`src/rtl/chan_skid_slice_bank.sv`:
```
`default_nettype none
// chan_skid_slice_bank: CH independent ready/valid channels, each a wire (MODE=0)
// or a 2-entry registered skid slice with occupancy and synchronous flush (MODE=1). Rev 1.0
module chan_skid_slice_bank #(
   parameter int CH   = 4,
   parameter int W    = 32,
   parameter int MODE = 1
) (
   input  logic            clock,
   input  logic            reset,
   input  logic            flush,
   input  logic [CH-1:0]   in_valid,
   output logic [CH-1:0]   in_ready,
   input  logic [CH*W-1:0] in_data,
   output logic [CH-1:0]   out_valid,
   input  logic [CH-1:0]   out_ready,
   output logic [CH*W-1:0] out_data,
   output logic [2*CH-1:0] occupancy
);

   typedef enum logic [1:0] {
      S_EMPTY = 2'd0,
      S_ONE   = 2'd1,
      S_TWO   = 2'd2
   } state_t;

   generate
      if (MODE == 0) begin : g_bypass
         assign out_valid = in_valid;
         assign out_data  = in_data;
         assign in_ready  = out_ready;
         assign occupancy = '0;
      end else begin : g_skid
         for (genvar c = 0; c < CH; c++) begin : g_chan
            state_t       state_q;
            logic [W-1:0] main_q;
            logic [W-1:0] skid_q;
            logic         w_wr;
            logic         w_rd;

            // Ready is a function of held state and reset/flush only, so out_ready never reaches it
            assign in_ready[c]              = (state_q != S_TWO) && !reset && !flush;
            assign out_valid[c]             = (state_q != S_EMPTY);
            assign out_data[c*W +: W]       = main_q;
            assign occupancy[2*c +: 2]      = state_q;
            assign w_wr                     = in_valid[c] && in_ready[c];
            assign w_rd                     = out_valid[c] && out_ready[c];

            always_ff @(posedge clock) begin
               if (reset || flush) begin
                  state_q <= S_EMPTY;
               end else begin
                  case (state_q)
                     S_EMPTY: begin
                        if (w_wr) begin
                           state_q <= S_ONE;
                           main_q  <= in_data[c*W +: W];
                        end
                     end
                     S_ONE: begin
                        if (w_wr && !w_rd) begin
                           state_q <= S_TWO;
                           skid_q  <= in_data[c*W +: W];
                        end else if (w_wr && w_rd) begin
                           main_q  <= in_data[c*W +: W];
                        end else if (w_rd) begin
                           state_q <= S_EMPTY;
                        end
                     end
                     S_TWO: begin
                        if (w_rd) begin
                           state_q <= S_ONE;
                           main_q  <= skid_q;
                        end
                     end
                     default: state_q <= S_EMPTY;
                  endcase
               end
            end
         end
      end
   endgenerate

endmodule
`default_nettype wire

```
`config.mk`:
```
export PLATFORM = sky130hd
export DESIGN_NAME = chan_skid_slice_bank
export DESIGN_NICKNAME = d
export VERILOG_FILES = /design/src/rtl/chan_skid_slice_bank.sv
export SDC_FILE = /design/constraint.sdc
export NUM_CORES = 1
export LEC_CHECK = 0
export ABC_AREA = 1
export CAP_MARGIN = 20
export CORE_MARGIN = 2
export CORE_UTILIZATION = 51
export DETAILED_ROUTE_END_ITERATION = 8
export PLACE_DENSITY = 0.85
export RECOVER_POWER = 50
export SETUP_SLACK_MARGIN = 0.05
export SLEW_MARGIN = 20
export SYNTH_ARGS = -nofsm -noshare
export SYNTH_HDL_FRONTEND = slang
export SYNTH_SLANG_ARGS = --single-unit
```
`constraint.sdc`:
```
create_clock -name clock -period 5.64 [get_ports clock]
set_clock_uncertainty 0.15 [all_clocks]
set_input_delay 1.128 -clock clock [delete_from_list [all_inputs] [get_ports clock]]
set_output_delay 1.128 -clock clock [all_outputs]
set_load 0.02 [all_outputs]
```
# Word level (Yosys, flattened, before mapping)
# Cells that the tools add are included.
# totals
elab_cells	148
out_inout_bits	144
inputBits	139
ff_bits	264
# classes
n_mux	44
bitwise	1
reduce_logical	55
n_eq_ne	36
# op_table
operator	n
$mux W32	16
$pmux W32 S3	4
$mux W2	20
$ne A2 B2 Y1 const B	20
$logic_and A1 B1 Y1	24
$ne A3 B3 Y1 const B	8
$pmux W2 S3	4
$reduce_and A6 Y1	4
$reduce_and A4 Y1	4
$reduce_and A3 Y1	4
$reduce_bool A3 Y1	4
$eq A2 B1 Y1 const B	4
$eq A2 B2 Y1 const B	4
$logic_not A2 Y1	4
$reduce_bool A2 Y1	4
$logic_not A1 Y1	6
$logic_or A1 B1 Y1	1
$not A1 Y1	1

# Depth between registers and ports, before layout
# Gate-level depths: netlist of the first run.
# logic_depth
word_depth	8
depth_mapped	7
depth_no_buf	7

# Worst setup path after synthesis of the first run
# No wires, ideal clock.
# synth_timing
kind	input port to flip-flop
from	input reset
to	register g_skid.g_chan[0].skid_q[0] (enable)
arrival_time_ps	3319
path_stages	4
path_buffers	1
required_time_ps	5049
setup_ps	441
path_slack_ps	1730
path_cell_list	nor2_4 inv_2 buf_6 nor4_2
# synth_between
elab_chain_len	6
elab_cells_between_ends	8
cone_classes	bitwise: 1; reduce/logical: 7
# synth_rtl
element	line_no	source
start: declaration	10	input logic reset,
$logic_not A1 Y1	42	assign in_ready[c] = (state_q != S_TWO) && !reset && !flush;
$logic_and A1 B1 Y1 (2 in series)	42	
$logic_and A1 B1 Y1	46	assign w_wr = in_valid[c] && in_ready[c];
$logic_and A1 B1 Y1	61	if (w_wr && !w_rd) begin
$reduce_and A3 Y1 (no line) *	n/a	
end signal: assignment	63	skid_q <= in_data[c*W +: W];
end: declaration	37	logic [W-1:0] skid_q;
# Every way passes the cells marked *; elsewhere a longest branch is shown, timed or not.
# A chain may end at the register's enable or synchronous reset.

# Worst setup path after layout of the first run
# layout_timing
from	register g_skid.g_chan[3].state_q[0]
to	output in_ready[3]
# layout_between
elab_chain_len	3
# layout_rtl
element	line_no	source
start: declaration	35	state_t state_q;
start signal: assignment	51	state_q <= S_EMPTY;
start signal: assignment	56	state_q <= S_ONE;
start signal: assignment	62	state_q <= S_TWO;
$ne A2 B2 Y1	42	
$logic_and A1 B1 Y1 (2 in series)	42	
end: declaration	13	output logic [CH-1:0] in_ready,
# Every way passes these cells.

==> results.yml, run 1 <==
synthesis:
  synth.yosys.seq_area_share: 0.789
  xor_xnor_share_of_the_synthesized_area: 0
  synth_top_cells_by_area: "sky130_fd_sc_hd__edfxtp_1 (77%), sky130_fd_sc_hd__nand2_1 (15%), sky130_fd_sc_hd__dfxtp_1 (1.6%), sky130_fd_sc_hd__buf_2 (0.75%), sky130_fd_sc_hd__buf_4 (0.68%)"
  yosys.area_share.adder: 0
  average_footprint_of_a_synthesized_cell_um2: 13.0
  ys_ff_latch: 264
  netlist-cell-type-count: 30
  dominant_combinational_cell_family_by_area_after_synthesis: "simple AND/OR/NAND/NOR gates"
  post_synth_instance_area_um2: 9940
  yosys_warnings: 0
  synth_simple_gate_area_share: 0.176
  syn-instance-count: 763
  mappedNetlistNets: 902
  multiplexer_share_of_the_synthesized_area: 0
  synth_top_area_cell: "sky130_fd_sc_hd__edfxtp_1"
  synth_top_area_share: 0.773
  synth_compound_gate_area_share: 0.00931
timing:
  slew_headroom: -0.187
  hold_viol: 0
  period_needed_ns: 4.60
  setup_viol: 0
  fmaxAchievable_mhz: 217
  portion_of_the_clock_cycle_consumed_by_the_worst_path_in_the_final_layout: 0.816
  finalMaxSlewViolations: 33
  worst_slew_pin_slew_ns: 1.78
  final.setup.worst_slack_ns: 1.04
  totalNegativeSetupSlack_ns: 0
  setup_repair_after_global_routing_missed_its_margin: "false"
layout:
  fillers: 1248
  layout-area-overhead-vs-synth_pct: 39.6
  nets: 1192
  commonest_non_fill_non_tap_cell_in_the_layout: "sky130_fd_sc_hd__nand2_1"
  layout-drive-gt1-share: 0.0596
  leading_cell_types_in_the_layout_fill_and_taps_excluded: "sky130_fd_sc_hd__nand2_1 (399), sky130_fd_sc_hd__edfxtp_1 (256), sky130_fd_sc_hd__clkdlybuf4s50_1 (146)"
global_route:
  wire_length_of_the_first_global_routing_pass_um: 33200
  grt_overflow: 0
  grt_pass1_vias: 6465
  grt.total_usage: 0.210
  largest_net_degree_at_the_start_of_global_routing: 36
  initial_antenna_violation_count: 2
clock_network:
  clock_tree_from_tritoncts: "done"
  insertion_delay_ns: 0.52
  clkTransAtPathRegs_ns: 0.06
  cts_setup_buffers: 0
  cts.htree.levels: 1
  cts_buffers: 26
  count_of_cells_resized_by_post_cts_repair: 0
  ctsLongestPathBuffers: 3
  tritoncts_num_sinks: 264
  root_buffer: "sky130_fd_sc_hd__clkbuf_16"
  post_cts_hold_buffer_count: 0
setup_path:
  timing.critical_path.required_ns: 4.36
  worstSetupEndpointType: "primary output"
  critical_path_peak_fanout: 34
  timing.critical_path.from_type: "flip-flop"
  timing.setup.critical_path_class: "flip-flop to primary output"
  cp.arrival_ns: 3.32
power:
  leak_pwr_nw: 5.28
  vdd_ir_drop_max_mv: 0.287
  power_density_nw_per_um2: 305
  total_power_w: 0.00424
detailed_routing:
  post_drt_wl_per_cell_um: 16.9
  antenna_violating_nets_left: 0
  detail_route.iter0.violations: 357
  post_drt_via_cell_ratio: 4.96
  router_iterations_before_antenna_repair: 5
  via_count: 6649
  routed_wirelength_um: 22700
  route.detailed.drc: 0
placement:
  place.port_buffers: 282
  place_worst_setup_slack_ns: 1.68
  dp_hpwl_um: 15600
  place_congestion: 0.810
die:
  core_footprint_um2: 19300
  std_cell_rows: 51
  initial_util: 0.516
  dieArea_um2: 20600
  die_width_um: 144
  die_h_um: 144
  io_pins: 283
run_status:
  failed_checks: "max-capacitance violations, max-slew violations"
  outcome: "complete, but fails checks"
worst_hold_path:
  holdCritPathClass: "flip-flop to flip-flop"
run:
  max-cap-violations: 1
-- layout make-up --
class	instances	area (um^2)	share of cell area
Antenna cell	3	7.51	0.000541
Clock buffer	35	746	0.0537
Clock inverter	13	146	0.0105
Inverter	22	85.1	0.00613
Multi-Input combinational cell	451	1860	0.134
Sequential cell	264	7850	0.565
Tap cell	265	332	0.0239
Timing Repair Buffer	288	2860	0.206
-- flip-flops by register name, indices dropped and copies added (netlist names) --
name / count
g_skid.g_chan.skid_q: 128
g_skid.g_chan.main_q: 128
g_skid.g_chan.state_q: 8
-- kinds of logic (layout without fill, tap and decap cells) --
kind of cell	Yosys count	after routing
AO/OA/AOI/OAI	15	15
other	0	3
buffers and inverters	48	358
flip-flops	264	264
AND/OR/NAND/NOR	436	436
-- power by group --
| part | internal (W) | switching, W |
|---|---|---|
| clock | 0.00106 | 0.000704 |
| combinational | 0.000137 | 0.000137 |
| sequential | 0.00219 | 0.0000109 |
| total | 0.00339 | 0.000851 |
-- per-layer routing --
metal	vias up	wire, um	track usage
li1	3160	-	-
met1	3125	8570	0.250
met2	304	11500	0.373
met3	60	1830	0.0483
met4	0	734	0.0764
met5	-	0	0
-- cell usage after synthesis (all sizes together) --
master / number
nor2: 19
inv: 22
edfxtp: 256
nor4: 1
nand2: 401
a21oi: 8
nand3: 10
a211oi: 1
buf: 26
o22a: 1
o21ai: 2
o211ai: 2
nand4: 3
or2: 2
dfxtp: 8
o31ai: 1
-- metrics by stage --
stage | cell area [um^2] | util | instances | hold slack [ns]
CTS | 13900 | 0.721 | 1338 | 0.360
global placement | 13000 | 0.675 | 1290 | 0.341
global route | 13900 | 0.720 | 1339 | 0.373
floorplan | 9940 | - | 763 | 0.337
detailed placement | 13000 | 0.675 | 1290 | 0.346
finish | 13900 | 0.721 | 1341 | 0.354
-- worst max-delay path: stages, from the launching register on --
cell and delay (ns):
sky130_fd_sc_hd__dfxtp_1 0.43, sky130_fd_sc_hd__inv_1 0.13, sky130_fd_sc_hd__nand2_1 0.84, sky130_fd_sc_hd__inv_2 0.54, sky130_fd_sc_hd__nor2_1 0.21, sky130_fd_sc_hd__clkdlybuf4s50_1 0.62
-- final timing paths --
check | depth (start not counted) | start | to | slack (ns)
worst max register to register | 6 | g_skid.g_chan[3].state_q[0] | g_skid.g_chan[3].main_q[13] | 2.01
worst min-delay path | 2 | g_skid.g_chan[0].skid_q[14] | g_skid.g_chan[0].main_q[14] | 0.35
worst min register to register | 2 | g_skid.g_chan[0].skid_q[14] | g_skid.g_chan[0].main_q[14] | 0.35
worst max-delay path | 5 | g_skid.g_chan[3].state_q[0] | in_ready[3] | 1.04
No activity file was read; power rests on OpenSTA's default activity.
==> run 2, diff against run 1 <==
--- a/config.mk
+++ b/config.mk
@@ -8,9 +8,9 @@
 export ABC_AREA = 1
 export CAP_MARGIN = 20
 export CORE_MARGIN = 2
-export CORE_UTILIZATION = 51
+export CORE_UTILIZATION = 48
 export DETAILED_ROUTE_END_ITERATION = 8
-export PLACE_DENSITY = 0.85
+export PLACE_DENSITY = 0.8
 export RECOVER_POWER = 50
 export SETUP_SLACK_MARGIN = 0.05
 export SLEW_MARGIN = 20
==> constraint.sdc (replaced) <==
create_clock -name clock -period 4.8 [get_ports clock]
set_clock_uncertainty 0.15 [all_clocks]
set_input_delay 0.96 -clock clock [delete_from_list [all_inputs] [get_ports clock]]
set_output_delay 0.96 -clock clock [all_outputs]
set_load 0.02 [all_outputs]
==> results.yml, run 2 (synthesized netlist as in run 1, its figures left out) <==
setup_path:
  r2r_setup_slack_ns: 1.70
  timing.critical_path.cells: "dlygate4sd3_1, nor2_4, inv_1, nor2_1, clkdlybuf4s50_1"
  crit_slowest_cell: "sky130_fd_sc_hd__clkdlybuf4s50_1"
  cp.arrival_ns: 3.22
  timing.critical_path.required_ns: 3.69
  timing.setup.critical_path_class: "primary input to primary output"
  worst-path-buf-inv: 3
  critical-path-max-stage-delay_ns: 0.63
  critical_path_peak_fanout: 12
  worstSetupEndpointType: "primary output"
  timing.critical_path.from_type: "primary input"
  cpLargestDelayFamily: "buffers and inverters"
power:
  p_int_w: 0.00402
  vdd_ir_drop_max_mv: 0.227
  power.net_switching_w: 0.00101
  total_power_w: 0.00503
  switching_share: 0.200
  leak_pwr_nw: 5.28
  power.share.clock: 0.424
  share_comb_of_total_power: 0.063
  power_density_nw_per_um2: 362
  seq_power_share: 0.513
placement:
  place.detailed.instances: 1294
  place.port_buffers: 282
  place_congestion: 0.823
  dp_hpwl_um: 14400
layout:
  post-route-util: 0.685
  layout-area-overhead-vs-synth_pct: 39.9
  leading_cell_types_in_the_layout_fill_and_taps_excluded: "sky130_fd_sc_hd__nand2_1 (396), sky130_fd_sc_hd__edfxtp_1 (256), sky130_fd_sc_hd__clkdlybuf4s50_1 (153)"
  multiInputGateArea_um2: 1860
  combined_flip_flop_and_latch_cell_area_um2: 7850
  instances_no_fill: 1346
  layout-drive-gt1-share: 0.0597
  fillers: 1418
  biggestRegsByFlops: "g_skid.g_chan.main_q x128, g_skid.g_chan.skid_q x128, g_skid.g_chan.state_q x8"
  commonest_non_fill_non_tap_cell_in_the_layout: "sky130_fd_sc_hd__nand2_1"
  nets: 1191
timing:
  setup_viol: 0
  period_needed_ns: 4.33
  finalMaxSlewViolations: 100
  setup_repair_after_global_routing_missed_its_margin: "false"
  portion_of_the_clock_cycle_consumed_by_the_worst_path_in_the_final_layout: 0.901
  fmaxAchievable_mhz: 231
  slew_headroom: -0.206
  worst_slew_pin_slew_ns: 1.81
  totalNegativeSetupSlack_ns: 0
  timing.hold.ws_ns: 0.358
  hold_viol: 0
run_status:
  failed_checks: "max-capacitance violations, max-slew violations"
  outcome: "complete, but fails checks"
clock_network:
  insertion_delay_ns: 0.52
  cts.htree.levels: 1
  tritoncts_num_sinks: 264
  cts_setup_buffers: 0
  root_buffer: "sky130_fd_sc_hd__clkbuf_16"
  post_cts_hold_buffer_count: 0
  clkTransAtPathRegs_ns: 0.06
  count_of_cells_resized_by_post_cts_repair: 0
  ctsLongestPathBuffers: 3
  clock_tree_from_tritoncts: "done"
  cts_buffers: 26
detailed_routing:
  antenna_violating_nets_left: 0
  post_drt_via_cell_ratio: 4.77
  detail_route.iter0.violations: 359
  routed_wirelength_um: 21400
  route.detailed.drc: 0
  post_drt_wl_per_cell_um: 15.9
  via_count: 6423
  router_iterations_before_antenna_repair: 4
die:
  core_footprint_um2: 20300
  initial_util: 0.490
  std_cell_rows: 52
  die_h_um: 148
  dieArea_um2: 21900
  die_width_um: 148
  io_pins: 283
global_route:
  grt_most_used_layer: "met2"
  initial_antenna_violation_count: 4
  grt.total_usage: 0.189
  global_route.usage.met1: 0.239
  largest_net_degree_at_the_start_of_global_routing: 36
  grt_pass1_vias: 6346
  met2_track_demand_over_resource_in_global_routing: 0.323
  wire_length_of_the_first_global_routing_pass_um: 32700
  grt_overflow: 0
  grtUsageMet3: 0.0515
run:
  max-cap-violations: 3
worst_hold_path:
  holdCritPathClass: "flip-flop to flip-flop"
-- run 2: cell types whose count changed in the layout (fill, tap and decap cells not counted), moves of 3 or more --
| cell | change |
|---|---|
| sky130_fd_sc_hd__buf_4 | -3 |
| sky130_fd_sc_hd__clkdlybuf4s50_1 | +7 |
| sky130_fd_sc_hd__dlygate4sd3_1 | -7 |
| sky130_fd_sc_hd__clkbuf_8 | -4 |
| sky130_fd_sc_hd__clkinv_1 | +3 |
| sky130_fd_sc_hd__nand2_1 | -3 |
-- run 2: metal layers --
metal / up-vias / share of wire
met5: - / 0
met4: 0 / 0.025
met3: 44 / 0.089
met2: 268 / 0.49
met1: 2941 / 0.40
li1: 3170 / -
-- run 2: path summary, 6_finish.rpt --
check                               from                           to  cells after the start
max                                reset                  in_ready[0]                      5
min           g_skid.g_chan[3].skid_q[9]   g_skid.g_chan[3].main_q[9]                      2
max reg2reg  g_skid.g_chan[3].state_q[0]  g_skid.g_chan[3].main_q[23]                      6
min reg2reg   g_skid.g_chan[3].skid_q[9]   g_skid.g_chan[3].main_q[9]                      2
-- run 2: final cells by class --
class                           count  area share
Clock buffer                       28      0.0488
Tap cell                          270      0.0243
Antenna cell                        4    0.000720
Timing Repair Buffer              287       0.206
Sequential cell                   264       0.564
Inverter                           22     0.00612
Clock inverter                     20      0.0165
Multi-Input combinational cell    451       0.134
-- run 2: worst min-delay path, stage by stage (launching register included) --
cell and delay [ns]:
sky130_fd_sc_hd__edfxtp_1 0.32, sky130_fd_sc_hd__nand2_1 0.05, sky130_fd_sc_hd__nand2_1 0.04
-- run 2: power groups by stage --
| stage | combinational (W) | clock, W | sequential, W |
|---|---|---|---|
| CTS | 0.000342 | 0.00217 | 0.00258 |
| finish | 0.000316 | 0.00213 | 0.00258 |
| floorplan | 0.0000846 | 0 | 0.00267 |
| global route | 0.000344 | 0.00225 | 0.00258 |
| global placement | 0.000333 | 0 | 0.00263 |
| detailed placement | 0.000341 | 0 | 0.00263 |
-- run 2: through the flow --
step	setup slack (ns)	cell area (um^2)
2_1_floorplan	1.06	9940
3_3_place_gp	0.706	13000
3_5_place_dp	0.686	13000
4_1_cts	0.672	13900
5_1_grt	0.362	13900
6_report	0.475	13900
